$ cat config.mk
export PLATFORM = sky130hd
export DESIGN_NAME = mem_sched
export DESIGN_NICKNAME = d
export VERILOG_FILES = /design/src/rtl/mem_sched_pkg.sv /design/src/rtl/mem_sched_prio.sv /design/src/rtl/mem_sched.sv
export SDC_FILE = /design/constraint.sdc
export NUM_CORES = 1
export LEC_CHECK = 0
export ABC_CLOCK_PERIOD_IN_PS = 2400
export BUFFER_PORTS_ARGS = -buffer_cell sky130_fd_sc_hd__buf_2
export CAP_MARGIN = 5
export CORE_ASPECT_RATIO = 1.2
export CORE_MARGIN = 2
export CORE_UTILIZATION = 45
export CTS_CLUSTER_DIAMETER = 40
export CTS_CLUSTER_SIZE = 14
export DETAILED_ROUTE_END_ITERATION = 10
export PLACE_DENSITY_LB_ADDON = 0.12
export SETUP_SLACK_MARGIN = 0.5
export SLEW_MARGIN = 20
export SYNTH_ARGS = -nofsm -noshare
export SYNTH_HDL_FRONTEND = slang
export SYNTH_SLANG_ARGS = --single-unit
$ cat constraint.sdc
create_clock -name clk -period 2.4 [get_ports clk]
set_input_delay 0.48 -clock clk [delete_from_list [all_inputs] [get_ports clk]]
set_output_delay 0.48 -clock clk [all_outputs]
set_load 0.01 [all_outputs]
$ cat src/rtl/mem_sched_pkg.sv
// Shared widths, grant-owner codes and scheduler state encoding for the
// SRAM request scheduler and its priority picker.
package mem_sched_pkg;

    localparam int MEM_ADDR_W = 18;
    localparam int MEM_DATA_W = 16;

    localparam logic [1:0] GNT_NONE = 2'd0;
    localparam logic [1:0] GNT_IF   = 2'd1;
    localparam logic [1:0] GNT_EXE  = 2'd2;
    localparam logic [1:0] GNT_VGA  = 2'd3;

    // Bit positions inside the one-hot grant vector from the picker.
    localparam int GB_IF  = 0;
    localparam int GB_EXE = 1;
    localparam int GB_VGA = 2;

    typedef enum logic [1:0] {
        ST_IDLE = 2'd0,
        ST_BUSY = 2'd1,
        ST_RESP = 2'd2
    } sched_state_t;

    function automatic logic [1:0] grant_code(input logic [2:0] onehot);
        logic [1:0] code;
        code = GNT_NONE;
        if (onehot[GB_EXE])
            code = GNT_EXE;
        else if (onehot[GB_VGA])
            code = GNT_VGA;
        else if (onehot[GB_IF])
            code = GNT_IF;
        return code;
    endfunction

endpackage

$ cat src/rtl/mem_sched_prio.sv
// Combinational fixed-priority picker: EXE > VGA > IF, except that a
// starved IF jumps the queue. Output is one-hot (or zero when nobody asks).
module mem_sched_prio
    import mem_sched_pkg::*;
(
    input  logic       if_req,
    input  logic       exe_req,
    input  logic       vga_req,
    input  logic       starve,
    output logic [2:0] grant
);

    always_comb begin
        grant = 3'b000;
        if (starve && if_req)
            grant[GB_IF] = 1'b1;
        else if (exe_req)
            grant[GB_EXE] = 1'b1;
        else if (vga_req)
            grant[GB_VGA] = 1'b1;
        else if (if_req)
            grant[GB_IF] = 1'b1;
    end

endmodule

$ cat src/rtl/mem_sched.sv
// Serialises IF / EXE / VGA accesses onto a single SRAM sequencer port and
// returns a one-cycle ack with read data to the requester that owned the port.
module mem_sched
    import mem_sched_pkg::*;
#(
    parameter int ADDR_W     = MEM_ADDR_W,
    parameter int DATA_W     = MEM_DATA_W,
    parameter int STARVE_LIM = 4
) (
    input  logic              clk,
    input  logic              rst,

    input  logic              if_req,
    input  logic [ADDR_W-1:0] if_addr,
    output logic              if_ack,
    output logic [DATA_W-1:0] if_rdata,

    input  logic              exe_req,
    input  logic              exe_we,
    input  logic [ADDR_W-1:0] exe_addr,
    input  logic [DATA_W-1:0] exe_wdata,
    output logic              exe_ack,
    output logic [DATA_W-1:0] exe_rdata,

    input  logic              vga_req,
    input  logic [ADDR_W-1:0] vga_addr,
    output logic              vga_ack,
    output logic [DATA_W-1:0] vga_rdata,

    output logic              mem_req,
    output logic              mem_we,
    output logic [ADDR_W-1:0] mem_addr,
    output logic [DATA_W-1:0] mem_wdata,
    input  logic              mem_done,
    input  logic [DATA_W-1:0] mem_rdata,

    output logic [1:0]        grant_id,
    output logic [1:0]        dbg_state
);

    localparam logic [3:0] LIM = 4'(STARVE_LIM);

    sched_state_t state;
    logic [3:0]   starve_cnt;
    logic         owner_dropped;
    logic         owner_req;
    logic         starve;
    logic [2:0]   pick;

    assign starve    = (starve_cnt == LIM);
    assign dbg_state = state;

    mem_sched_prio u_prio (
        .if_req  (if_req),
        .exe_req (exe_req),
        .vga_req (vga_req),
        .starve  (starve),
        .grant   (pick)
    );

    // Live request line of whoever currently owns the port.
    always_comb begin
        owner_req = 1'b0;
        case (grant_id)
            GNT_IF:  owner_req = if_req;
            GNT_EXE: owner_req = exe_req;
            GNT_VGA: owner_req = vga_req;
            default: owner_req = 1'b0;
        endcase
    end

    always_ff @(posedge clk) begin
        if (rst) begin
            state         <= ST_IDLE;
            grant_id      <= GNT_NONE;
            starve_cnt    <= 4'd0;
            owner_dropped <= 1'b0;
            mem_req       <= 1'b0;
            mem_we        <= 1'b0;
            mem_addr      <= '0;
            mem_wdata     <= '0;
            if_ack        <= 1'b0;
            exe_ack       <= 1'b0;
            vga_ack       <= 1'b0;
            if_rdata      <= '0;
            exe_rdata     <= '0;
            vga_rdata     <= '0;
        end else begin
            if_ack  <= 1'b0;
            exe_ack <= 1'b0;
            vga_ack <= 1'b0;

            case (state)
                ST_IDLE: begin
                    if (!if_req)
                        starve_cnt <= 4'd0;
                    if (pick != 3'b000) begin
                        state         <= ST_BUSY;
                        mem_req       <= 1'b1;
                        owner_dropped <= 1'b0;
                        grant_id      <= grant_code(pick);
                        if (pick[GB_EXE]) begin
                            mem_addr  <= exe_addr;
                            mem_we    <= exe_we;
                            mem_wdata <= exe_wdata;
                        end else if (pick[GB_VGA]) begin
                            mem_addr <= vga_addr;
                            mem_we   <= 1'b0;
                        end else begin
                            mem_addr <= if_addr;
                            mem_we   <= 1'b0;
                        end
                        // IF waiting behind a foreign grant ages toward the boost.
                        if (pick[GB_IF])
                            starve_cnt <= 4'd0;
                        else if (if_req && starve_cnt != LIM)
                            starve_cnt <= starve_cnt + 4'd1;
                    end
                end

                ST_BUSY: begin
                    if (mem_done) begin
                        state   <= ST_RESP;
                        mem_req <= 1'b0;
                        // Ack is registered here so it is visible during RESP.
                        if (owner_req && !owner_dropped) begin
                            case (grant_id)
                                GNT_IF: begin
                                    if_ack   <= 1'b1;
                                    if_rdata <= mem_rdata;
                                end
                                GNT_EXE: begin
                                    exe_ack <= 1'b1;
                                    if (!mem_we)
                                        exe_rdata <= mem_rdata;
                                end
                                GNT_VGA: begin
                                    vga_ack   <= 1'b1;
                                    vga_rdata <= mem_rdata;
                                end
                                default: ;
                            endcase
                        end
                    end else if (!owner_req) begin
                        owner_dropped <= 1'b1;
                    end
                end

                ST_RESP: begin
                    state    <= ST_IDLE;
                    grant_id <= GNT_NONE;
                end

                default: begin
                    state    <= ST_IDLE;
                    grant_id <= GNT_NONE;
                    mem_req  <= 1'b0;
                end
            endcase
        end
    end

endmodule

==> results.json, run 1 <==
{
  "status": "finished, final reports clean",
  "synthArstFlopShare_pct": 0,
  "netSwitchingPower_mw": 0.877,
  "tightest_slew_ps": 759,
  "grt_pass1_wl_um": 16200,
  "row_count": 37,
  "setup_viol": 0,
  "seqPwrFrac_pct": 49.8,
  "yosysSeqAreaShare_pct": 49.7,
  "cts_hold_buf": 0,
  "clkTransAtPathRegs_ps": 100,
  "cts_tree": "built",
  "fp.dieH_um": 106,
  "ys_types": 31,
  "cp.required_ps": 2620,
  "via_count": 3821,
  "drive_gt1_share_pct": 34.5,
  "n_antenna_cell": 0,
  "drc": 0,
  "maxSlewViolCount": 0,
  "cap_violations": 0,
  "core_area_um2": 8470,
  "syn_area_per_cell_um2": 8.63,
  "fin_skew_ps": 11.1,
  "yosys_register_bits": 96,
  "drt_wl_total_um": 10200,
  "yosys_warnings": 0,
  "syn_area_um2": 3860,
  "hold_viol": 0,
  "cp-start-kind": "flip-flop",
  "end_kind": "flip-flop",
  "setup_tns_ps": 0,
  "fp.dieW_um": 88.6,
  "area_growth_pct": 32.6,
  "vias_per_cell": 5.14,
  "io_buffers": 183,
  "cts_buffer_depth": 2,
  "rsz0062_at_grt": "no",
  "cts.sinks": 96,
  "maxSlewHeadroom_pct": 49.4,
  "nets": 716,
  "worstPathMaxFanout": 16,
  "clock-root-buffer": "clkbuf_8",
  "dp_hpwl_um": 7240,
  "cp_data_arrival_time_ps": 2010,
  "grt_pass1_vias": 3524,
  "fin_crit_sh_pct": 74.4,
  "die_area_um2": 9350,
  "p_comb_share_pct": 13.5,
  "antenna_left": 0,
  "grt_max_degree": 76,
  "wl_per_cell_um": 13.7,
  "final_util_pct": 60.5,
  "gp_congestion": 0.781,
  "p_total_mw": 3.44,
  "clock_latency_ps": 370,
  "antenna_found_initial": 0,
  "p_leak_nw": 2.53,
  "hold_path.class": "in -> reg",
  "peakVddDrop_mv": 0.346,
  "cts_max_level": 3,
  "min_period_ps": 1790,
  "initial_core_util_pct": 45.6,
  "ys.flop_type": "dfxtp_1",
  "drtPass1Iterations": 4,
  "crit_type": "reg -> reg",
  "switching_share_pct": 25.5,
  "power_density_nw_per_um2": 671,
  "io_pins": 184,
  "p_clk_share_pct": 36.8,
  "drtIter0Drc": 106,
  "postSynthNetCount": 543,
  "internal_power_mw": 2.56,
  "fmaxAchievable_ghz": 0.560,
  "cts_made_buffers": 9,
  "synth-edff-count": 0,
  "grt.total_usage_pct": 21.7,
  "overflow": 0,
  "synth_cells": 448
}
per-stage QoR:
| step | hold WS, ps | instances | instance area [um2] | worst slack [ps] |
|---|---|---|---|---|
| final | 356 | 743 | 5120 | 613 |
| after floorplan | 460 | 448 | 3860 | 677 |
| after detailed placement | 444 | 727 | 4870 | 472 |
| after global placement | 440 | 727 | 4870 | 505 |
| after CTS | 335 | 743 | 5120 | 575 |
| after global routing | 347 | 743 | 5120 | 499 |
cells in the final DEF (no fill, tap or decap), types with 3 or more instances in the layout:
cell         n
a22oi_1     37
a21oi_1     75
mux2i_1     34
nand3_1     21
nand2_1     89
buf_2      183
or3_1        3
nor2_1      25
clkbuf_8     9
dfxtp_1     96
buf_4       11
bufinv_16    3
o21ai_0      4
inv_1        6
a31oi_1      3
worst max-delay path, stage by stage, from the launching register on:
cell,delay (ps)
dfxtp_1,390
nand4bb_4,280
or4_1,480
buf_4,240
mux2i_1,180
nor2_1,60
final cells by class:
cell class              count  area, um2
fillers                   793       3350
flip-flops and latches     96       1920
multi-input cells         313       1780
repair buffers            195       1010
well taps                 117        146
clock buffers              10        128
clock inverters             6        116
inverters                   6       22.5
final timing paths:
| check | startpoint | to | slack, ps | depth (start not counted) |
|---|---|---|---|---|
| setup / recovery | dbg_state[1] | exe_rdata[4] | 610 | 5 |
| hold / removal | exe_wdata[3] | mem_wdata[3] | 360 | 3 |
| setup reg to reg | dbg_state[1] | exe_rdata[4] | 610 | 5 |
| hold reg to reg | vga_rdata[11] | vga_rdata[11] | 450 | 2 |
cell families after synthesis:
family                   after synthesis  share of synthesized area, %
buffers and inverters                 39                          4.43
AND/OR/NAND/NOR                      154                          17.6
multiplexers                          34                          8.81
adder cells (fa/ha/maj)                2                         0.647
flip-flops                            96                          49.7
AO/OA/AOI/OAI                        123                          18.8
routing by layer:
layer	global-route usage, %	up-vias	routed length, um
met3	4.15	13	627
met2	35.8	129	4870
met5	0	-	0
li1	-	1901	-
met4	8.87	0	167
met1	27.4	1778	4530
sequential cells by signal, summed over array words and instances (netlist names):
register       flops
vga_rdata         16
grant_id           2
mem_req            1
if_ack             1
mem_we             1
vga_ack            1
dbg_state          2
exe_ack            1
mem_addr          18
if_rdata          16
mem_wdata         16
starve_cnt         4
exe_rdata         16
owner_dropped      1
timing repair:
action / in CTS / in global routing
endpoints found under the setup margin: 0 / 18
gates resized for setup: 0 / 2
buffers inserted: 0 / 0
cell usage after synthesis (2+ instances only):
master    instances  share of area (%)
a21oi_1          75                9.7
a22oi_1          37                7.2
a31oi_1           3               0.49
and2_1            2               0.32
buf_2             5               0.65
buf_6             2               0.58
clkbuf_1         25                2.4
dfxtp_1          96                 50
ha_1              2               0.65
inv_1             6               0.58
mux2i_1          34                8.8
nand2_1          90                8.7
nand3_1          21                2.7
nor2_1           25                2.4
nor3_1            2               0.26
nor4_1            2               0.32
o21ai_0           4               0.52
or2_2             2               0.32
or3_1             3               0.49
power groups by stage:
stage	combinational [mW]	clock (mW)	sequential (mW)
floorplan	0.221	0	1.77
global placement	0.453	0	1.74
detailed placement	0.461	0	1.75
CTS	0.462	1.31	1.71
global route	0.512	1.35	1.72
finish	0.463	1.26	1.71
(Power assumes the default switching activity.)
==> run 2: changes to the inputs <==
--- a/config.mk
+++ b/config.mk
@@ -5,12 +5,12 @@
 export SDC_FILE = /design/constraint.sdc
 export NUM_CORES = 1
 export LEC_CHECK = 0
-export ABC_CLOCK_PERIOD_IN_PS = 2400
+export ABC_CLOCK_PERIOD_IN_PS = 1450
 export BUFFER_PORTS_ARGS = -buffer_cell sky130_fd_sc_hd__buf_2
 export CAP_MARGIN = 5
 export CORE_ASPECT_RATIO = 1.2
 export CORE_MARGIN = 2
-export CORE_UTILIZATION = 45
+export CORE_UTILIZATION = 42
 export CTS_CLUSTER_DIAMETER = 40
 export CTS_CLUSTER_SIZE = 14
 export DETAILED_ROUTE_END_ITERATION = 10
==> constraint.sdc (replaced) <==
create_clock -name clk -period 1.45 [get_ports clk]
set_input_delay 0.29 -clock clk [delete_from_list [all_inputs] [get_ports clk]]
set_output_delay 0.29 -clock clk [all_outputs]
set_load 0.01 [all_outputs]
==> run 2 against run 1 <==
The run now ends with negative setup slack left. Clock skew up 2.1 ps. Combinational power rose to 3.8 times the previous value. Largest cell class is now buffers. Sequential share of layout area down 12 points. Critical endpoint is now mem_addr[16].
==> results.json, run 2 (same netlist as run 1, synthesis figures left out) <==
{
  "status": "complete, but fails checks",
  "violations": "negative setup slack",
  "cts_tree": "built",
  "n_antenna_cell": 0,
  "stdcell_count": 880,
  "maxSlewViolCount": 0,
  "cts_hold_buf": 0,
  "vias_per_cell": 5.57,
  "min_period_ps": 1840,
  "hold_viol": 0,
  "p_leak_nw": 3.58,
  "drtPass1Iterations": 4,
  "fin_crit_sh_pct": 127,
  "drive_gt1_share_pct": 80.3,
  "die_area_um2": 9990,
  "min_to": "mem_wdata[9]",
  "place_inst": 759,
  "gp_congestion": 0.802,
  "fin_ws_ps": -394,
  "worstPathMaxFanout": 9,
  "dp_hpwl_um": 8120,
  "crit_type": "reg -> reg",
  "core_area_um2": 8990,
  "fp.dieW_um": 91.6,
  "rsz0062_at_grt": "yes",
  "setup_tns_ps": -10910,
  "mostFrequentLayoutCells": "buf_6 (119), buf_4 (97), buf_2 (93), dfxtp_2 (89), a21oi_2 (41)",
  "largest_reg_flops": 18,
  "io_buffers": 183,
  "reg2regPathDepth": 8,
  "final_common_cell": "buf_6",
  "n_fill_cell": 374,
  "drc": 0,
  "io_pins": 184,
  "overflow": 0,
  "grt.total_usage_pct": 29.0,
  "hp-start": "exe_wdata[9]",
  "r2r_setup_slack_ps": -390,
  "cap_violations": 0,
  "maxSlewHeadroom_pct": 71.1,
  "cp_data_arrival_time_ps": 2080,
  "clock-root-buffer": "clkbuf_8",
  "antenna_found_initial": 0,
  "grt_max_degree": 50,
  "power_density_nw_per_um2": 785,
  "initial_core_util_pct": 43.0,
  "p_total_mw": 6.28,
  "via_count": 4898,
  "fin_skew_ps": 13.2,
  "cts_made_buffers": 9,
  "grt_pass1_vias": 4633,
  "cts.sinks": 96,
  "holdWs_ps": 161,
  "end_kind": "flip-flop",
  "cp.required_ps": 1680,
  "max_flop_register": "mem_addr",
  "cp-start-kind": "flip-flop",
  "fmaxAchievable_ghz": 0.542,
  "row_count": 38,
  "setup_viol": 69,
  "clock_latency_ps": 370,
  "cts_max_level": 3,
  "fp.dieH_um": 109,
  "tightest_slew_ps": 434,
  "area_growth_pct": 107,
  "grt_pass1_wl_um": 22700,
  "r2r-start": "starve_cnt[1]",
  "drtIter0Drc": 236,
  "cts_buffer_depth": 2,
  "antenna_left": 0,
  "wl_per_cell_um": 20.8,
  "r2r_end": "mem_addr[16]",
  "clkTransAtPathRegs_ps": 100,
  "hold_depth": 3,
  "peakVddDrop_mv": 0.508,
  "drt_wl_total_um": 18300,
  "hold_path.class": "in -> reg",
  "nets": 852
}
run 2: cell types whose count changed in the layout (fill, tap and decap cells not counted), sizes merged:
cell and change:
buf +130, clkbuf +4, bufinv -3, nand2 +2, or2 +2, clkinv -1, clkinvlp +1, inv -1
run 2: metrics by stage:
stage	instance area, um2	worst slack, ps	util, %
6_report	8000	-394	89.1
5_1_grt	8000	-421	89.1
4_1_cts	7300	-205	81.3
3_5_place_dp	5460	-231	60.8
3_3_place_gp	5460	-209	60.8
2_1_floorplan	4320	-210	-
run 2: per-layer routing:
metal | share of wire [%] | wire, um | track usage (%) | up-vias
met5 | 0 | 0 | 0 | -
met4 | 4.1 | 743 | 15.3 | 0
met3 | 5.2 | 946 | 5.11 | 62
met2 | 54 | 9910 | 54.3 | 252
met1 | 37 | 6720 | 31.1 | 2394
li1 | - | - | - | 2190
run 2: power by group:
| part | internal (mW) | switching (mW) | total [mW] |
|---|---|---|---|
| clock | 0.705 | 0.967 | 1.67 |
| combinational | 0.912 | 0.833 | 1.74 |
| sequential | 2.77 | 0.0979 | 2.86 |
| total | 4.38 | 1.90 | 6.28 |
run 2: cell type report:
cell class / instances / area, um2 / share of cell area, %
timing repair buffer: 327 / 2940 / 36.8
multi-input combinational: 317 / 2670 / 33.3
sequential: 96 / 2050 / 25.6
clock buffer: 12 / 155 / 1.94
tap: 120 / 150 / 1.88
inverter: 6 / 22.5 / 0.281
clock inverter: 2 / 16.3 / 0.203
run 2: worst max path at each step:
stage	slack, ps	startpoint	cells after the start	end
after floorplan	-210	grant_id[0]	6	exe_rdata[10]
after global placement	-210	exe_req	6	exe_rdata[3]
after detailed placement	-230	exe_req	6	exe_rdata[4]
after CTS	-200	starve_cnt[0]	9	mem_addr[11]
after global routing	-420	starve_cnt[1]	9	mem_addr[16]
final	-390	starve_cnt[1]	8	mem_addr[16]
run 2: repair_timing:
action | CTS | global route
resized for setup | 290 | 97
setup buffers | 58 | 35
gates cloned | 12 | 2
endpoints found under the setup margin | 187 | 187
pin swaps | 81 | 47
run 2: worst max-delay path, cell delays in order (launching register included):
cell	delay [ps]
dfxtp_2	340
inv_2	60
ha_4	140
nand4b_1	120
buf_4	170
and4b_2	300
buf_12	170
a22oi_1	240
a22oi_1	170
==> run 3: changes to the inputs <==
--- a/config.mk
+++ b/config.mk
@@ -10,7 +10,7 @@
 export CAP_MARGIN = 5
 export CORE_ASPECT_RATIO = 1.2
 export CORE_MARGIN = 2
-export CORE_UTILIZATION = 42
+export CORE_UTILIZATION = 40
 export CTS_CLUSTER_DIAMETER = 40
 export CTS_CLUSTER_SIZE = 14
 export DETAILED_ROUTE_END_ITERATION = 10
==> run 3 against run 2 <==
The run still ends with negative setup slack left. Largest cell class unchanged. Critical endpoint is now exe_rdata[10]. First-iteration DRC count fell by 6.8%. Core utilization fell by 1.1 points. Critical path depth fell by 3. Worst hold slack improved by 46 ps.
==> results.json, run 3 (same netlist as run 1, synthesis figures left out) <==
{
  "max_flop_register": "mem_addr",
  "fp.dieH_um": 112,
  "core_area_um2": 9470,
  "clock_latency_ps": 340,
  "p_leak_nw": 3.80,
  "finalInstanceArea_um2": 8330,
  "cts.sinks": 96,
  "fin_ws_ps": -250,
  "slowest_delay_ps": 500,
  "nets": 845,
  "cts_hold_buf": 0,
  "dp_hpwl_um": 7980,
  "cp_data_arrival_time_ps": 1890,
  "peakVddDrop_mv": 0.582,
  "fin_skew_ps": 8.64,
  "antenna_left": 0,
  "io_pins": 184,
  "cts_max_level": 3,
  "setup_tns_ps": -10210,
  "place_area_um2": 5470,
  "fp.dieW_um": 93.7,
  "power_density_nw_per_um2": 842,
  "cts_tree": "built",
  "final_common_cell": "buf_6",
  "tightest_slew_ps": 753,
  "overflow": 0,
  "setup_viol": 84,
  "drc": 0,
  "drtPass1Iterations": 6,
  "grt_pass1_vias": 4560,
  "n_fill_cell": 436,
  "n_antenna_cell": 0,
  "clock-root-buffer": "clkbuf_16",
  "maxSlewViolCount": 0,
  "clkTransAtPathRegs_ps": 70,
  "rsz0062_at_grt": "yes",
  "drive_gt1_share_pct": 81.4,
  "gp_congestion": 0.732,
  "violations": "negative setup slack",
  "io_buffers": 183,
  "fin_crit_sh_pct": 117,
  "slowest_stage": "or4_4",
  "maxSlewHeadroom_pct": 49.8,
  "row_count": 39,
  "area_growth_pct": 116,
  "path_delay_family": "simple AND/OR/NAND/NOR gates",
  "grt_max_degree": 55,
  "cp.required_ps": 1640,
  "mostFrequentLayoutCells": "buf_6 (119), buf_2 (93), dfxtp_2 (86), buf_4 (82), a21oi_2 (51)",
  "grt.total_usage_pct": 26.6,
  "die_area_um2": 10500,
  "min_period_ps": 1700,
  "crit_type": "reg -> reg",
  "cts_made_buffers": 9,
  "via_count": 4789,
  "antenna_found_initial": 0,
  "fmaxAchievable_ghz": 0.588,
  "cp-start-kind": "flip-flop",
  "worstPathMaxFanout": 16,
  "largest_reg_flops": 18,
  "cp_num_buf_inv": 1,
  "hold_viol": 0,
  "initial_core_util_pct": 40.8,
  "vias_per_cell": 5.46,
  "drt_wl_total_um": 17800,
  "end_kind": "flip-flop",
  "hold_path.class": "in -> reg",
  "crit_chain": "or2b_1, or4_4, buf_12, mux2i_2, nor2_1",
  "cap_violations": 0,
  "status": "complete, but fails checks",
  "grt_pass1_wl_um": 22100,
  "cts_buffer_depth": 2,
  "wl_per_cell_um": 20.3,
  "drtIter0Drc": 220
}
## run 3: changes by cell type in the layout (fill, tap and decap cells not counted), moves of 5 or more
cell	delta
clkbuf_16	+12
a21oi_2	+10
nand2_2	-14
nand3_2	-5
nand2_4	+19
a21oi_1	-11
buf_4	-15
clkbuf_8	-7
nand3_4	+5
buf_8	+5
## run 3: where the power goes
part	internal, mW	switching [mW]	leakage, nW
registers	2.76	0.0929	0.825
clock network	1.34	1.04	0.148
logic	0.939	0.841	2.83
total	5.04	1.97	3.80
## run 3: path summary, 6_finish.rpt
path | start | endpoint | slack (ps) | cells after the start
worst min-delay path | exe_wdata[7] | mem_wdata[7] | 210 | 3
worst max-delay path | grant_id[0] | exe_rdata[10] | -250 | 5
worst max register to register | grant_id[0] | exe_rdata[10] | -250 | 5
worst min register to register | vga_rdata[14] | vga_rdata[14] | 470 | 2
## run 3: worst min-delay path, delay by kind of cell
kind / cells / cell delay (ps)
buffers and inverters: 1 / 120
AND/OR/NAND/NOR: 1 / 70
AO/OA/AOI/OAI: 1 / 40
## run 3: metal layers
| layer | up-vias | share of wire, % | global-route usage, % |
|---|---|---|---|
| li1 | 2186 | - | - |
| met1 | 2313 | 36 | 28.5 |
| met2 | 232 | 54 | 50.2 |
| met3 | 58 | 5.7 | 5.89 |
| met4 | 0 | 4.1 | 8.89 |
| met5 | - | 0 | 0 |
## run 3: final cells by class
| cell class | count | area [um2] | area share (%) |
|---|---|---|---|
| Inverter | 6 | 22.5 | 0.270 |
| Sequential cell | 96 | 2060 | 24.7 |
| Multi-Input combinational cell | 317 | 2840 | 34.0 |
| Timing Repair Buffer | 320 | 2970 | 35.7 |
| Clock inverter | 2 | 11.3 | 0.135 |
| Tap cell | 123 | 154 | 1.85 |
| Clock buffer | 13 | 280 | 3.36 |
## run 3: metrics by stage
step	util (%)	cells	setup slack (ps)	hold slack [ps]	total power, mW
2_1_floorplan	-	448	-210	426	3.45
3_3_place_gp	57.8	762	-244	436	3.84
3_5_place_dp	57.8	762	-284	440	3.86
4_1_cts	78.0	842	-128	197	6.67
5_1_grt	88.0	877	-271	206	7.21
6_report	88.0	877	-250	207	7.01
## run 3: what timing repair did
action / in CTS / in global routing
gates resized for setup: 278 / 149
setup buffers: 54 / 30
pin swaps: 67 / 82
endpoints found under the hold margin: 0 / 0
endpoints found under the setup margin: 186 / 187
gates cloned: 11 / 5
